`src/rtl/uart_baud_gen_pkg.sv`:
```
// -----------------------------------------------------------------------------
// uart_baud_gen_pkg
// Shared UART constants and CSR field layouts used by the baud-rate generator
// and its parent.
//   UART_DIV_W / UART_FRAC_W : widths of the integer / fractional divisor fields
//   UART_OS_RATE             : oversample ticks per bit (even, >= 4)
//   UART_MIN_DIV             : smallest legal integer divisor
// -----------------------------------------------------------------------------
package uart_baud_gen_pkg;

  localparam int UART_DIV_W   = 16;
  localparam int UART_FRAC_W  = 4;
  localparam int UART_OS_RATE = 16;
  localparam int UART_MIN_DIV = 2;

  // Baud divisor register: integer part plus fraction in 1/2^FRAC_W clocks.
  typedef struct packed {
    logic [UART_DIV_W-1:0]  div_int;
    logic [UART_FRAC_W-1:0] div_frac;
  } uart_baud_rate_csr_t;

  // Control register 0: only the baud enable is consumed here.
  typedef struct packed {
    logic [6:0] rsvd;
    logic       enable;
  } uart_control_0_csr_t;

endpackage : uart_baud_gen_pkg

```
`src/rtl/uart_baud_gen_frac_div.sv`:
```
// -----------------------------------------------------------------------------
// uart_frac_div
// Fractional clock divider producing the oversample strobe.
// A down-counter runs for div_int clocks; every reload adds div_frac to an
// accumulator and stretches the next period by one clock on carry-out, so the
// average period is div_int + div_frac/2^FRAC_W clocks.
// Ports:
//   clk, rst      : clock, synchronous active-high reset
//   load_i        : force the post-reload start state (idle, start, sync)
//   run_i         : count enable; ignored while load_i is high
//   div_int_i     : integer divisor (sampled only at load/reload)
//   div_frac_i    : fractional divisor (sampled only at reload)
//   reload_o      : combinational, high in the cycle the counter expires
//   os_tick_o     : registered oversample strobe, one clock wide
// -----------------------------------------------------------------------------
module uart_frac_div
  import uart_baud_gen_pkg::*;
#(
  parameter int DIV_W  = UART_DIV_W,
  parameter int FRAC_W = UART_FRAC_W
) (
  input  logic              clk,
  input  logic              rst,
  input  logic              load_i,
  input  logic              run_i,
  input  logic [DIV_W-1:0]  div_int_i,
  input  logic [FRAC_W-1:0] div_frac_i,
  output logic              reload_o,
  output logic              os_tick_o
);

  localparam logic [DIV_W:0] ONE = 1;

  logic [DIV_W:0]  div_cnt_q, div_cnt_d;
  logic [FRAC_W-1:0] frac_acc_q, frac_acc_d;
  logic [DIV_W:0]  period_q, period_d;
  logic            os_tick_q, os_tick_d;

  logic [FRAC_W:0] frac_sum;
  logic [DIV_W:0]  start_val;
  logic [DIV_W:0]  reload_val;

  // Top bit of frac_sum is the carry that lengthens the next period.
  assign frac_sum   = {1'b0, frac_acc_q} + {1'b0, div_frac_i};
  assign start_val  = {1'b0, div_int_i} - ONE;
  assign reload_val = start_val + {{DIV_W{1'b0}}, frac_sum[FRAC_W]};
  assign reload_o   = run_i & ~load_i & (div_cnt_q == '0);

  always_comb begin
    div_cnt_d  = div_cnt_q;
    frac_acc_d = frac_acc_q;
    period_d   = period_q;
    os_tick_d  = 1'b0;
    if (load_i) begin
      div_cnt_d  = start_val;
      frac_acc_d = '0;
      period_d   = start_val;
    end else if (reload_o) begin
      // The divisor is only looked at here, so a CSR write never
      // shortens or stretches the period already in flight.
      div_cnt_d  = reload_val;
      frac_acc_d = frac_sum[FRAC_W-1:0];
      period_d   = reload_val;
      os_tick_d  = 1'b1;
    end else if (run_i) begin
      div_cnt_d  = div_cnt_q - ONE;
    end
  end

  always_ff @(posedge clk) begin
    if (rst) begin
      div_cnt_q  <= start_val;
      frac_acc_q <= '0;
      period_q   <= start_val;
      os_tick_q  <= 1'b0;
    end else begin
      div_cnt_q  <= div_cnt_d;
      frac_acc_q <= frac_acc_d;
      period_q   <= period_d;
      os_tick_q  <= os_tick_d;
    end
  end

  // period_q is the length (minus one) of the current period, kept as a
  // debug probe point; it has no downstream consumer in logic.
  logic unused_period;
  assign unused_period = ^period_q;

  assign os_tick_o = os_tick_q;

endmodule : uart_frac_div

```
`src/rtl/uart_baud_gen.sv`:
```
// -----------------------------------------------------------------------------
// uart_baud_gen
// Baud-rate tick generator for the UART TX/RX engines.
// Produces one-clock oversample, mid-bit and bit-boundary strobes from a
// fractional divisor. OS_RATE must be even and at least 4.
// Ports:
//   clk, rst   : clock, synchronous active-high reset
//   div_int    : integer divisor (legal when >= 2)
//   div_frac   : fractional divisor in 1/2^FRAC_W clocks
//   enable     : baud enable
//   sync       : one-cycle phase restart from the RX start-bit detector
//   os_tick    : oversample strobe
//   mid_tick   : strobe on the oversample tick in the middle of a bit
//   bit_tick   : strobe on the last oversample tick of a bit
//   cfg_err    : registered "divisor below 2" flag (not sticky)
// -----------------------------------------------------------------------------
module uart_baud_gen
  import uart_baud_gen_pkg::*;
#(
  parameter int DIV_W   = UART_DIV_W,
  parameter int FRAC_W  = UART_FRAC_W,
  parameter int OS_RATE = UART_OS_RATE
) (
  input  logic              clk,
  input  logic              rst,
  input  logic [DIV_W-1:0]  div_int,
  input  logic [FRAC_W-1:0] div_frac,
  input  logic              enable,
  input  logic              sync,
  output logic              os_tick,
  output logic              mid_tick,
  output logic              bit_tick,
  output logic              cfg_err
);

  localparam int               OS_W    = $clog2(OS_RATE);
  localparam logic [OS_W-1:0]  OS_LAST = OS_W'(OS_RATE - 1);
  localparam logic [OS_W-1:0]  OS_MID  = OS_W'(OS_RATE / 2 - 1);
  localparam logic [OS_W-1:0]  OS_ONE  = 1;
  localparam logic [DIV_W-1:0] MIN_DIV = DIV_W'(UART_MIN_DIV);

  logic            div_legal;
  logic            active;
  logic            load;
  logic            reload;
  logic            run_q, run_d;
  logic [OS_W-1:0] os_cnt_q, os_cnt_d;
  logic            mid_tick_q, mid_tick_d;
  logic            bit_tick_q, bit_tick_d;
  logic            cfg_err_q, cfg_err_d;

  assign div_legal = (div_int >= MIN_DIV);
  assign active    = enable & div_legal;

  // Restart the divider whenever we are idle, on the first enabled edge
  // (run_q still low) and on sync. rst / enable low / illegal divisor are
  // all folded in here, so they naturally win over sync, and sync wins over
  // a reload due in the same cycle.
  assign load = rst | ~active | ~run_q | sync;

  uart_frac_div #(
    .DIV_W  (DIV_W),
    .FRAC_W (FRAC_W)
  ) u_frac_div (
    .clk        (clk),
    .rst        (rst),
    .load_i     (load),
    .run_i      (active),
    .div_int_i  (div_int),
    .div_frac_i (div_frac),
    .reload_o   (reload),
    .os_tick_o  (os_tick)
  );

  always_comb begin
    os_cnt_d   = os_cnt_q;
    mid_tick_d = 1'b0;
    bit_tick_d = 1'b0;
    run_d      = active;
    cfg_err_d  = ~div_legal;
    if (load) begin
      os_cnt_d = '0;
    end else if (reload) begin
      // Decode against the count before it advances so mid/bit line up
      // with the os_tick registered in the same cycle.
      mid_tick_d = (os_cnt_q == OS_MID);
      bit_tick_d = (os_cnt_q == OS_LAST);
      os_cnt_d   = (os_cnt_q == OS_LAST) ? '0 : os_cnt_q + OS_ONE;
    end
  end

  always_ff @(posedge clk) begin
    if (rst) begin
      run_q      <= 1'b0;
      os_cnt_q   <= '0;
      mid_tick_q <= 1'b0;
      bit_tick_q <= 1'b0;
      cfg_err_q  <= 1'b0;
    end else begin
      run_q      <= run_d;
      os_cnt_q   <= os_cnt_d;
      mid_tick_q <= mid_tick_d;
      bit_tick_q <= bit_tick_d;
      cfg_err_q  <= cfg_err_d;
    end
  end

  assign mid_tick = mid_tick_q;
  assign bit_tick = bit_tick_q;
  assign cfg_err  = cfg_err_q;

endmodule : uart_baud_gen

```
`config.mk`:
```
export PLATFORM = sky130hd
export DESIGN_NAME = uart_baud_gen
export DESIGN_NICKNAME = d
export VERILOG_FILES = /design/src/rtl/uart_baud_gen_pkg.sv /design/src/rtl/uart_baud_gen_frac_div.sv /design/src/rtl/uart_baud_gen.sv
export SDC_FILE = /design/constraint.sdc
export NUM_CORES = 1
export LEC_CHECK = 0
export ABC_AREA = 1
export BUFFER_PORTS_ARGS = -buffer_cell sky130_fd_sc_hd__clkbuf_2
export CORE_MARGIN = 4
export CORE_UTILIZATION = 30
export DETAILED_ROUTE_END_ITERATION = 8
export HOLD_SLACK_MARGIN = 0.1
export SYNTH_ARGS = -nofsm -noshare
export SYNTH_HDL_FRONTEND = slang
export SYNTH_SLANG_ARGS = --single-unit
```
`constraint.sdc`:
```
create_clock -name clk -period 7 [get_ports clk]
set_input_delay 0.7 -clock clk [delete_from_list [all_inputs] [get_ports clk]]
set_output_delay 0.7 -clock clk [all_outputs]
set_load 0.02 [all_outputs]
```
==> results of run 1 <==
==> cells by family (layout without fill, tap and decap cells) <==
group | after synthesis | count (layout) | synth area share, %
adder cells (fa/ha/maj) | 11 | 11 | 5.13
other | 1 | 17 | 0.133
AO/OA/AOI/OAI | 48 | 48 | 9.56
AND/OR/NAND/NOR | 230 | 230 | 41.7
flip-flops | 30 | 30 | 27.3
XOR/XNOR | 22 | 22 | 6.81
buffers and inverters | 61 | 90 | 9.38
==> power by group <==
part / leakage [nW] / total [mW] / switching [mW] / internal (mW)
logic: 1.15 / 0.0722 / 0.0460 / 0.0262
clock network: 0.0504 / 0.176 / 0.0701 / 0.106
registers: 0.272 / 0.200 / 0.00557 / 0.195
total: 1.47 / 0.448 / 0.122 / 0.327
==> sequential cells by signal (all words and copies together), names as in the netlist <==
signal,flops
mid_tick,1
u_frac_div.os_tick_o,1
cfg_err,1
u_frac_div.div_cnt_q,17
run_q,1
u_frac_div.frac_acc_q,4
os_cnt_q,4
bit_tick,1
==> cells in the mapped netlist, types with 2 or more instances <==
cell	count
nand4_1	3
nand2_4	4
inv_1	49
xnor2_1	5
dfxtp_1	13
nand3_2	2
nor2_2	9
o21ai_1	4
nor2_1	49
nand2_1	89
nor2_4	10
nand3_1	32
nand3b_1	7
o211ai_1	3
nor3_1	6
edfxtp_1	17
o21ai_0	18
inv_2	6
o22ai_1	3
buf_2	2
nor2_8	2
a21oi_1	15
buf_6	3
nand2_2	10
ha_1	10
and2_4	2
xor2_1	17
==> layer usage <==
layer  GRT usage (%)  part of all wire, %  vias up
li1                -                    -     1365
met1            16.3                   49     1103
met2            19.6                   44       41
met3            2.29                  5.1        6
met4            3.94                  1.5        0
met5               0                    0        -
==> metrics by stage <==
step           power [mW]  instances  utilization [%]
3_3_place_gp        0.274        551             33.7
2_1_floorplan       0.255        419                -
4_1_cts             0.453        559             35.0
3_5_place_dp        0.276        551             33.7
6_report            0.448        559             35.0
5_1_grt             0.476        559             35.0
==> final cells by class <==
class | instances | share of cell area, %
Tap cell | 111 | 4.32
Timing Repair Buffer | 27 | 4.20
Clock inverter | 3 | 1.40
Inverter | 55 | 6.42
Multi-Input combinational cell | 328 | 57.6
Clock buffer | 5 | 2.14
Sequential cell | 30 | 24.0
==> path summary, 6_finish.rpt <==
kind                            depth (start not counted)                        to  slack (ns)
worst max-delay path                                   18  u_frac_div.div_cnt_q[12]        4.20
worst min-delay path                                    2                  mid_tick        0.51
worst max register to register                         17  u_frac_div.div_cnt_q[12]        4.35
worst min register to register                          2                  mid_tick        0.51
==> tightest hold or removal path, delay by kind of cell (launching register included) <==
family	cells	cell delay [ns]
AND/OR/NAND/NOR	2	0.13
flip-flops	1	0.34
==> flow_metrics.tcl, run 1 <==
set metrics [dict create \
    yosysTopAreaCell "edfxtp_1" \
    synth_edf_count 17 \
    setup_slack_ns 4.20 \
    finClkSkew_ns 0.00485 \
    synth.distinct_cells 40 \
    slowest_stage "fa_1" \
    synth_area_mm2 0.00283 \
    postCtsResizedCells 0 \
    antenna_cells 0 \
    core_area_mm2 0.00920 \
    clkSinkCount 30 \
    crit_buf_inv 3 \
    firstDrtPassIters 4 \
    h-tree-depth 2 \
    synthFlopType "edfxtp_1" \
    whs_ns 0.513 \
    final.min_clock_period_ns 2.80 \
    cp-end-kind "flop" \
    ioPinCount 28 \
    die_h_um 105 \
    cp_top_family "adder cells" \
    initial_core_util_pct 30.7 \
    cp_max_fo 4 \
    synth.ff_latch_count 30 \
    antenna_found_initial 0 \
    syn_to_final_growth_pct 13.8 \
    grtUsageTotal_pct 12.1 \
    timing.rr.start "u_frac_div.frac_acc_q[0]" \
    cts_buffer_depth 2 \
    die_x_um 105 \
    vias 2515 \
    cts_root_buffer "clkbuf_8" \
    gp_congestion 0.792 \
    ant_nets 0 \
    worstSetupPathType "input port to flop" \
    fmax_mhz 357 \
    startpoint "div_frac[0]" \
    post_drt_via_cell_ratio 4.50 \
    setup_viol 0 \
    drive_above_1_share_pct 19.0 \
    overflow 0 \
    max_cap_violations 0 \
    design_area_mm2 0.00322 \
    drt_iter0_markers 106 \
    grt_max_degree 26 \
    post_drt_wl_per_cell_um 10.9 \
    netlist_top_cells_area "edfxtp_1, nand2_1, dfxtp_1, inv_1, nor2_1" \
    postCtsSetupBuffers 0 \
    layout_common_cells "nand2_1, inv_1, nor2_1" \
    crit_chain "clkbuf_2, ha_1, inv_1, fa_1, o21ai_0, ha_1, ha_1, nand3_1, inv_1, nand2_1, nor2_4, nand2_1, nand2_1, nand2_1, nand2_1, nand2_1, nand2_1, nand2_1" \
    yosysWarningCount 0 \
    ir_worst_vdd_mv 0.0626 \
    ys_seq_area_share_pct 27.3 \
    slew_viol_final 0 \
    p_leak_nw 1.47 \
    synthCells 403 \
    hpwlAfterDp_um 4960 \
    fin_setup_tns_ns 0 \
    ys_async_sr_fraction_pct 0 \
    drc_errors 0 \
    ff_latch_area_um2 771 \
    min_from "os_cnt_q[2]" \
    rows 35 \
    clkTransAtPathRegs_ns 0.07 \
    slowest_delay_ns 0.39 \
    grt_pass1_vias 2513 \
    insertion_delay_ns 0.28 \
    cts_hold_buf 0 \
    cts_tree "done" \
    numCtsBuffers 5 \
    startpoint_type "input port" \
    status "completed" \
    required_ns 7.04 \
    io_buffers 27 \
    place_area_mm2 0.00310 \
    cp_common_cell "nand2_1" \
    drt-total-wl_um 6080 \
    synth.avg_cell_area_um2 7.02 \
    grt_pass1_wl_um 11100 \
    fill_cells 1008 \
    post-place-ws_ns 3.85 \
    nets 482 \
    worst-endpoint-arrival_ns 2.85 \
    dieArea_mm2 0.0110 \
    fin_crit_sh_pct 40.0 \
    p_per_area_mw_per_mm2 139 \
    hold_class "flop to flop" \
    hold_viol 0 \
    synth_top_area_share_pct 18.1 \
    multi_input_area_mm2 0.00185 \
    rsz0062_at_grt "no" \
    final_common_cell "nand2_1" \
]
Note: power is estimated with default switching activity, not from simulation.
==> inputs of run 2 (changes only) <==
- clock period: 7 -> 2.62 ns (I/O delays scaled with it)
==> run 2 against run 1 <==
  * Via count is 1.9% higher
  * Clock skew grew 0.00058 ns
  * Sequential share of layout area shrank 0.38 points
  * Largest cell class unchanged
  * Largest power group unchanged
==> flow_metrics.tcl, run 2 (same netlist as run 1, synthesis figures left out) <==
set metrics [dict create \
    worstSetupPathType "flop to flop" \
    syn_to_final_growth_pct 15.8 \
    final.min_clock_period_ns 2.48 \
    fin_crit_sh_pct 94.6 \
    dieArea_mm2 0.0110 \
    clkTransAtPathRegs_ns 0.07 \
    cts_root_buffer "clkbuf_8" \
    gp_congestion 0.801 \
    ioPinCount 28 \
    place_area_mm2 0.00313 \
    core_area_mm2 0.00920 \
    slowest_stage "fa_2" \
    io_buffers 27 \
    design_area_mm2 0.00327 \
    cts_hold_buf 0 \
    status "completed" \
    clkSinkCount 30 \
    final_common_cell "nand2_1" \
    die_x_um 105 \
    startpoint_type "flop" \
    cp_top_family "simple AND/OR/NAND/NOR gates" \
    cp_max_fo 5 \
    grt_max_degree 26 \
    cts_tree "done" \
    drt_iter0_markers 165 \
    post_drt_wl_per_cell_um 10.9 \
    drc_errors 0 \
    firstDrtPassIters 4 \
    power_mw 1.11 \
    grtUsageTotal_pct 11.8 \
    setup_slack_ns 0.142 \
    die_h_um 105 \
    cts_buffer_depth 2 \
    initial_core_util_pct 30.7 \
    layout_common_cells "nand2_1, inv_1, nor2_1" \
    nets 488 \
    rows 35 \
    drt-total-wl_um 6180 \
    cp_common_cell "nand2_1" \
    worst-endpoint-arrival_ns 2.52 \
    numCtsBuffers 5 \
    grt_pass1_vias 2489 \
    hpwlAfterDp_um 4950 \
    finClkSkew_ns 0.00543 \
    crit_buf_inv 1 \
    drive_above_1_share_pct 21.6 \
    crit_chain "ha_2, inv_1, fa_2, o21ai_2, ha_2, nand2_1, nor2_2, nand2_2, nor2_4, nand3_4, nor2_8, xor2_1, nand2_1, nand2_1, nand2_1" \
    slew_viol_final 0 \
    r2r_setup_slack_ns 0.14 \
    fin_util_pct 35.6 \
    fin_setup_tns_ns 0 \
    max_cap_violations 0 \
    post_drt_via_cell_ratio 4.54 \
    vias 2563 \
    required_ns 2.66 \
    fmax_mhz 404 \
    setup_viol 0 \
    h-tree-depth 2 \
    largest_reg_flops 17 \
    grt_pass1_wl_um 10900 \
    hold_class "input port to flop" \
    slowest_delay_ns 0.35 \
    ir_worst_vdd_mv 0.165 \
    regMostFlops "u_frac_div.div_cnt_q" \
    antenna_cells 0 \
    largest_registers "u_frac_div.div_cnt_q: 17 flops, os_cnt_q: 4 flops, u_frac_div.frac_acc_q: 4 flops" \
    fill_cells 1016 \
    hold_viol 0 \
    ant_nets 0 \
    p_leak_nw 1.49 \
    antenna_found_initial 0 \
    overflow 0 \
    post-place-ws_ns -0.0145 \
    cp-end-kind "flop" \
    p_per_area_mw_per_mm2 340 \
    insertion_delay_ns 0.28 \
]
-- run 2: cell count changes in the layout (fill, tap and decap cells not counted), moves of 2 or more --
cell        before  now
clkinv_1         0    2
o21ai_0         18   16
buf_4            0    6
clkinvlp_4       2    0
ha_1            10    7
ha_2             0    2
-- run 2: final cells by class --
type | count | area (um2) | share of cell area [%]
clock inverters | 2 | 7.51 | 0.229
clock buffers | 6 | 82.6 | 2.52
inverters | 55 | 208 | 6.34
flip-flops and latches | 30 | 772 | 23.6
multi-input cells | 328 | 1890 | 57.6
repair buffers | 33 | 180 | 5.50
well taps | 111 | 139 | 4.24
-- run 2: through the flow --
| step | std cells | hold WS (ns) |
|---|---|---|
| 3_3_place_gp | 555 | 0.438 |
| 5_1_grt | 565 | 0.154 |
| 4_1_cts | 563 | 0.137 |
| 2_1_floorplan | 419 | 0.334 |
| 6_report | 565 | 0.144 |
| 3_5_place_dp | 555 | 0.441 |
-- run 2: worst reg2reg max path: stages (launching register included) --
cell and delay, ns:
dfxtp_2 0.32, ha_2 0.16, inv_1 0.05, fa_2 0.35, o21ai_2 0.13, ha_2 0.23
nand2_1 0.07, nor2_2 0.11, nand2_2 0.10, nor2_4 0.14, nand3_4 0.12, nor2_8 0.13
xor2_1 0.16, nand2_1 0.07, nand2_1 0.06, nand2_1 0.04
-- run 2: routing by layer --
layer | track usage (%) | part of all wire, % | routed length (um)
met2 | 18.6 | 44 | 2740
met3 | 1.79 | 2.9 | 177
met4 | 3.94 | 1.8 | 109
met1 | 16.4 | 51 | 3150
met5 | 0 | 0 | 0
-- run 2: path summary, 6_finish.rpt --
kind,start,endpoint,cells past startpoint
setup reg to reg,u_frac_div.frac_acc_q[0],u_frac_div.div_cnt_q[11],15
hold reg to reg,os_cnt_q[3],os_cnt_q[3],2
setup / recovery,u_frac_div.frac_acc_q[0],u_frac_div.div_cnt_q[11],15
hold / removal,rst,cfg_err,2
-- run 2: report_power, final --
| group | total [mW] | switching (mW) | internal, mW |
|---|---|---|---|
| registers | 0.535 | 0.0148 | 0.520 |
| clock network | 0.381 | 0.174 | 0.206 |
| logic | 0.198 | 0.126 | 0.0715 |
-- run 2: what timing repair did --
item,CTS,global route
setup endpoints to repair,5,10
resized for setup,1,12
buffers inserted,0,2
pin swaps,0,4
==> inputs of run 3 (changes only) <==
- ABC_AREA: 1 -> 0
==> run 3 against run 2 <==
  * Sequential power about the same
  * Clock power up 20%
  * Largest power group unchanged
  * Routed wire length up 4.7%
  * Sequential share of layout area down 0.66 points
  * Flip-flop and latch count unchanged
  * Total power up 7.2%
  * Global-route usage up 1.7 points
  * Area after synthesis down 12%
==> flow_metrics.tcl, run 3 <==
set metrics [dict create \
    grt_pass1_wl_um 10900 \
    cts_root_buffer "clkbuf_8" \
    hold_depth 2 \
    hold_class "input port to flop" \
    regMostFlops "u_frac_div.div_cnt_q" \
    grtUsageTotal_pct 13.5 \
    p_leak_nw 1.29 \
    cts_hold_buf 0 \
    hold_viol 0 \
    slew_headroom_pct 47.8 \
    max_cap_violations 0 \
    core_area_mm2 0.00818 \
    post-place-ws_ns -0.101 \
    setup_slack_ns 0.0230 \
    final_common_cell "buf_4" \
    power_mw 1.19 \
    ant_nets 0 \
    r2r_setup_slack_ns 0.02 \
    overflow 0 \
    status "completed" \
    timing.rr.start "u_frac_div.frac_acc_q[0]" \
    synth.ff_latch_count 30 \
    fin_cells 489 \
    insertion_delay_ns 0.29 \
    gp_congestion 0.830 \
    hpwlAfterDp_um 5070 \
    drt_iter0_markers 105 \
    ys_seq_area_share_pct 30.9 \
    cp-end-kind "flop" \
    synthFlopType "edfxtp_1" \
    fmax_mhz 385 \
    yosysTopAreaCell "edfxtp_1" \
    grt_max_degree 25 \
    setup_viol 0 \
    syn_to_final_growth_pct 34.9 \
    antenna_found_initial 0 \
    cp-endpoint "u_frac_div.div_cnt_q[13]" \
    ioPinCount 28 \
    vias 2425 \
    grt_pass1_vias 2320 \
    yosys-top-cells-count "nand2_1, a21oi_1, nor2_1, edfxtp_1, xor2_1" \
    design_area_mm2 0.00337 \
    synthCells 301 \
    p_per_area_mw_per_mm2 354 \
    synth.distinct_cells 53 \
    nets 418 \
    drive_above_1_share_pct 28.6 \
    synth_top_area_share_pct 20.4 \
    drc_errors 0 \
    largest_reg_flops 17 \
    synth.avg_cell_area_um2 8.30 \
    fin_crit_sh_pct 99.1 \
    synth_edf_count 17 \
    final.min_clock_period_ns 2.60 \
    yosysMostFrequentCell "nand2_1" \
    rows 33 \
    startpoint "u_frac_div.frac_acc_q[0]" \
    startpoint_type "flop" \
    finClkSkew_ns 0.00757 \
    rsz0062_at_grt "yes" \
    synth_area_mm2 0.00250 \
    die_h_um 99.2 \
    die_x_um 99.2 \
    r2r_end "u_frac_div.div_cnt_q[13]" \
    dieArea_mm2 0.00985 \
    cp_max_fo 5 \
    required_ns 2.76 \
    layout_common_cells "buf_4, nand2_1, clkbuf_2" \
    post_drt_via_cell_ratio 4.96 \
    worstSetupPathType "flop to flop" \
    initial_core_util_pct 30.5 \
    h-tree-depth 2 \
    fill_cells 835 \
    antenna_cells 0 \
    firstDrtPassIters 5 \
    ir_worst_vdd_mv 0.156 \
    clkTransAtPathRegs_ns 0.07 \
    netlist_top_cells_area "edfxtp_1, dfxtp_1, xor2_1, a21oi_1, ha_1" \
    cts_buffer_depth 2 \
    placedCellCount 478 \
    worst-endpoint-arrival_ns 2.74 \
    io_buffers 27 \
    slew_viol_final 0 \
    largest_registers "u_frac_div.div_cnt_q: 17 flops, os_cnt_q: 4 flops, u_frac_div.frac_acc_q: 4 flops" \
    place_area_mm2 0.00314 \
    worstMarginPinSlew_ns 0.778 \
    drt-total-wl_um 6460 \
    reg2regPathDepth 14 \
    ys_async_sr_fraction_pct 0 \
    post_drt_wl_per_cell_um 13.2 \
    cts_tree "done" \
    numCtsBuffers 5 \
    clkSinkCount 30 \
    yosysWarningCount 0 \
]
run 3: cell count changes in the layout (fill, tap and decap cells not counted), moves of 11 or more:
cell     before  now
nor2_1       48   26
nand3_1      31    7
nand2_1      88   31
buf_4         6   45
nand2_2      11    0
inv_1        49   10
run 3: area by class of cell:
type | instances | area (um2) | area share (%)
Multi-Input combinational cell | 259 | 1780 | 53.0
Sequential cell | 30 | 772 | 22.9
Inverter | 12 | 45.0 | 1.34
Tap cell | 105 | 131 | 3.90
Timing Repair Buffer | 75 | 524 | 15.6
Clock buffer | 8 | 111 | 3.31
run 3: metal layers:
layer / wire length, um / global-route usage, % / share of wire (%) / vias up
li1: - / - / - / 1247
met1: 3080 / 17.7 / 48 / 1114
met2: 3080 / 23.2 / 48 / 58
met3: 243 / 2.03 / 3.8 / 6
met4: 56 / 3.26 / 0.87 / 0
met5: 0 / 0 / 0 / -
run 3: through the flow:
step,hold slack [ns],util [%],TNS [ns]
3_5_place_dp,0.453,38.4,-0.409
4_1_cts,0.197,40.2,0
5_1_grt,0.214,41.2,-0.483
6_report,0.203,41.2,0
3_3_place_gp,0.444,38.4,-0.165
2_1_floorplan,0.334,-,-0.00739
run 3: how the worst min path moves through the flow:
stage,startpoint,slack (ns),endpoint
after floorplan,rst,0.33,cfg_err
final,rst,0.20,cfg_err
after global routing,rst,0.21,cfg_err
after detailed placement,u_frac_div.frac_acc_q[3],0.45,u_frac_div.frac_acc_q[3]
after global placement,u_frac_div.frac_acc_q[0],0.44,u_frac_div.frac_acc_q[0]
after CTS,rst,0.20,cfg_err
run 3: logic make-up (layout without fill, tap and decap cells):
| kind of cell | Yosys count | in the layout | synth area share [%] |
|---|---|---|---|
| compound gates | 75 | 75 | 18.9 |
| xor+xnor | 29 | 29 | 10.2 |
| fa+ha+maj | 11 | 11 | 5.81 |
| buf+inv | 28 | 95 | 5.16 |
| flops | 30 | 30 | 30.9 |
| mux | 4 | 4 | 2.15 |
| other cells | 1 | 17 | 0.150 |
| simple gates | 123 | 123 | 26.8 |
run 3: repair_timing:
item / in CTS / in global routing
resized for setup: 7 / 14
buffers inserted: 1 / 2
hold endpoints to repair: 0 / 0
endpoints found under the setup margin: 5 / 11
pin swaps: 2 / 8
run 3: worst max-delay path, stage by stage (launching register included):
cell      delay [ns]
dfxtp_2         0.35
ha_4            0.13
inv_2           0.03
fa_2            0.32
nor2b_1         0.12
o21ai_1         0.06
nand2b_1        0.09
ha_2            0.21
nor3b_4         0.20
and2_4          0.18
o211ai_1        0.12
buf_4           0.19
o31ai_4         0.23
a21oi_2         0.09
a21oi_2         0.12
run 3: power breakdown:
group	total, mW	internal (mW)	switching (mW)
Clock	0.458	0.272	0.186
Sequential	0.535	0.520	0.0150
Combinational	0.200	0.0925	0.108
Total	1.19	0.884	0.309
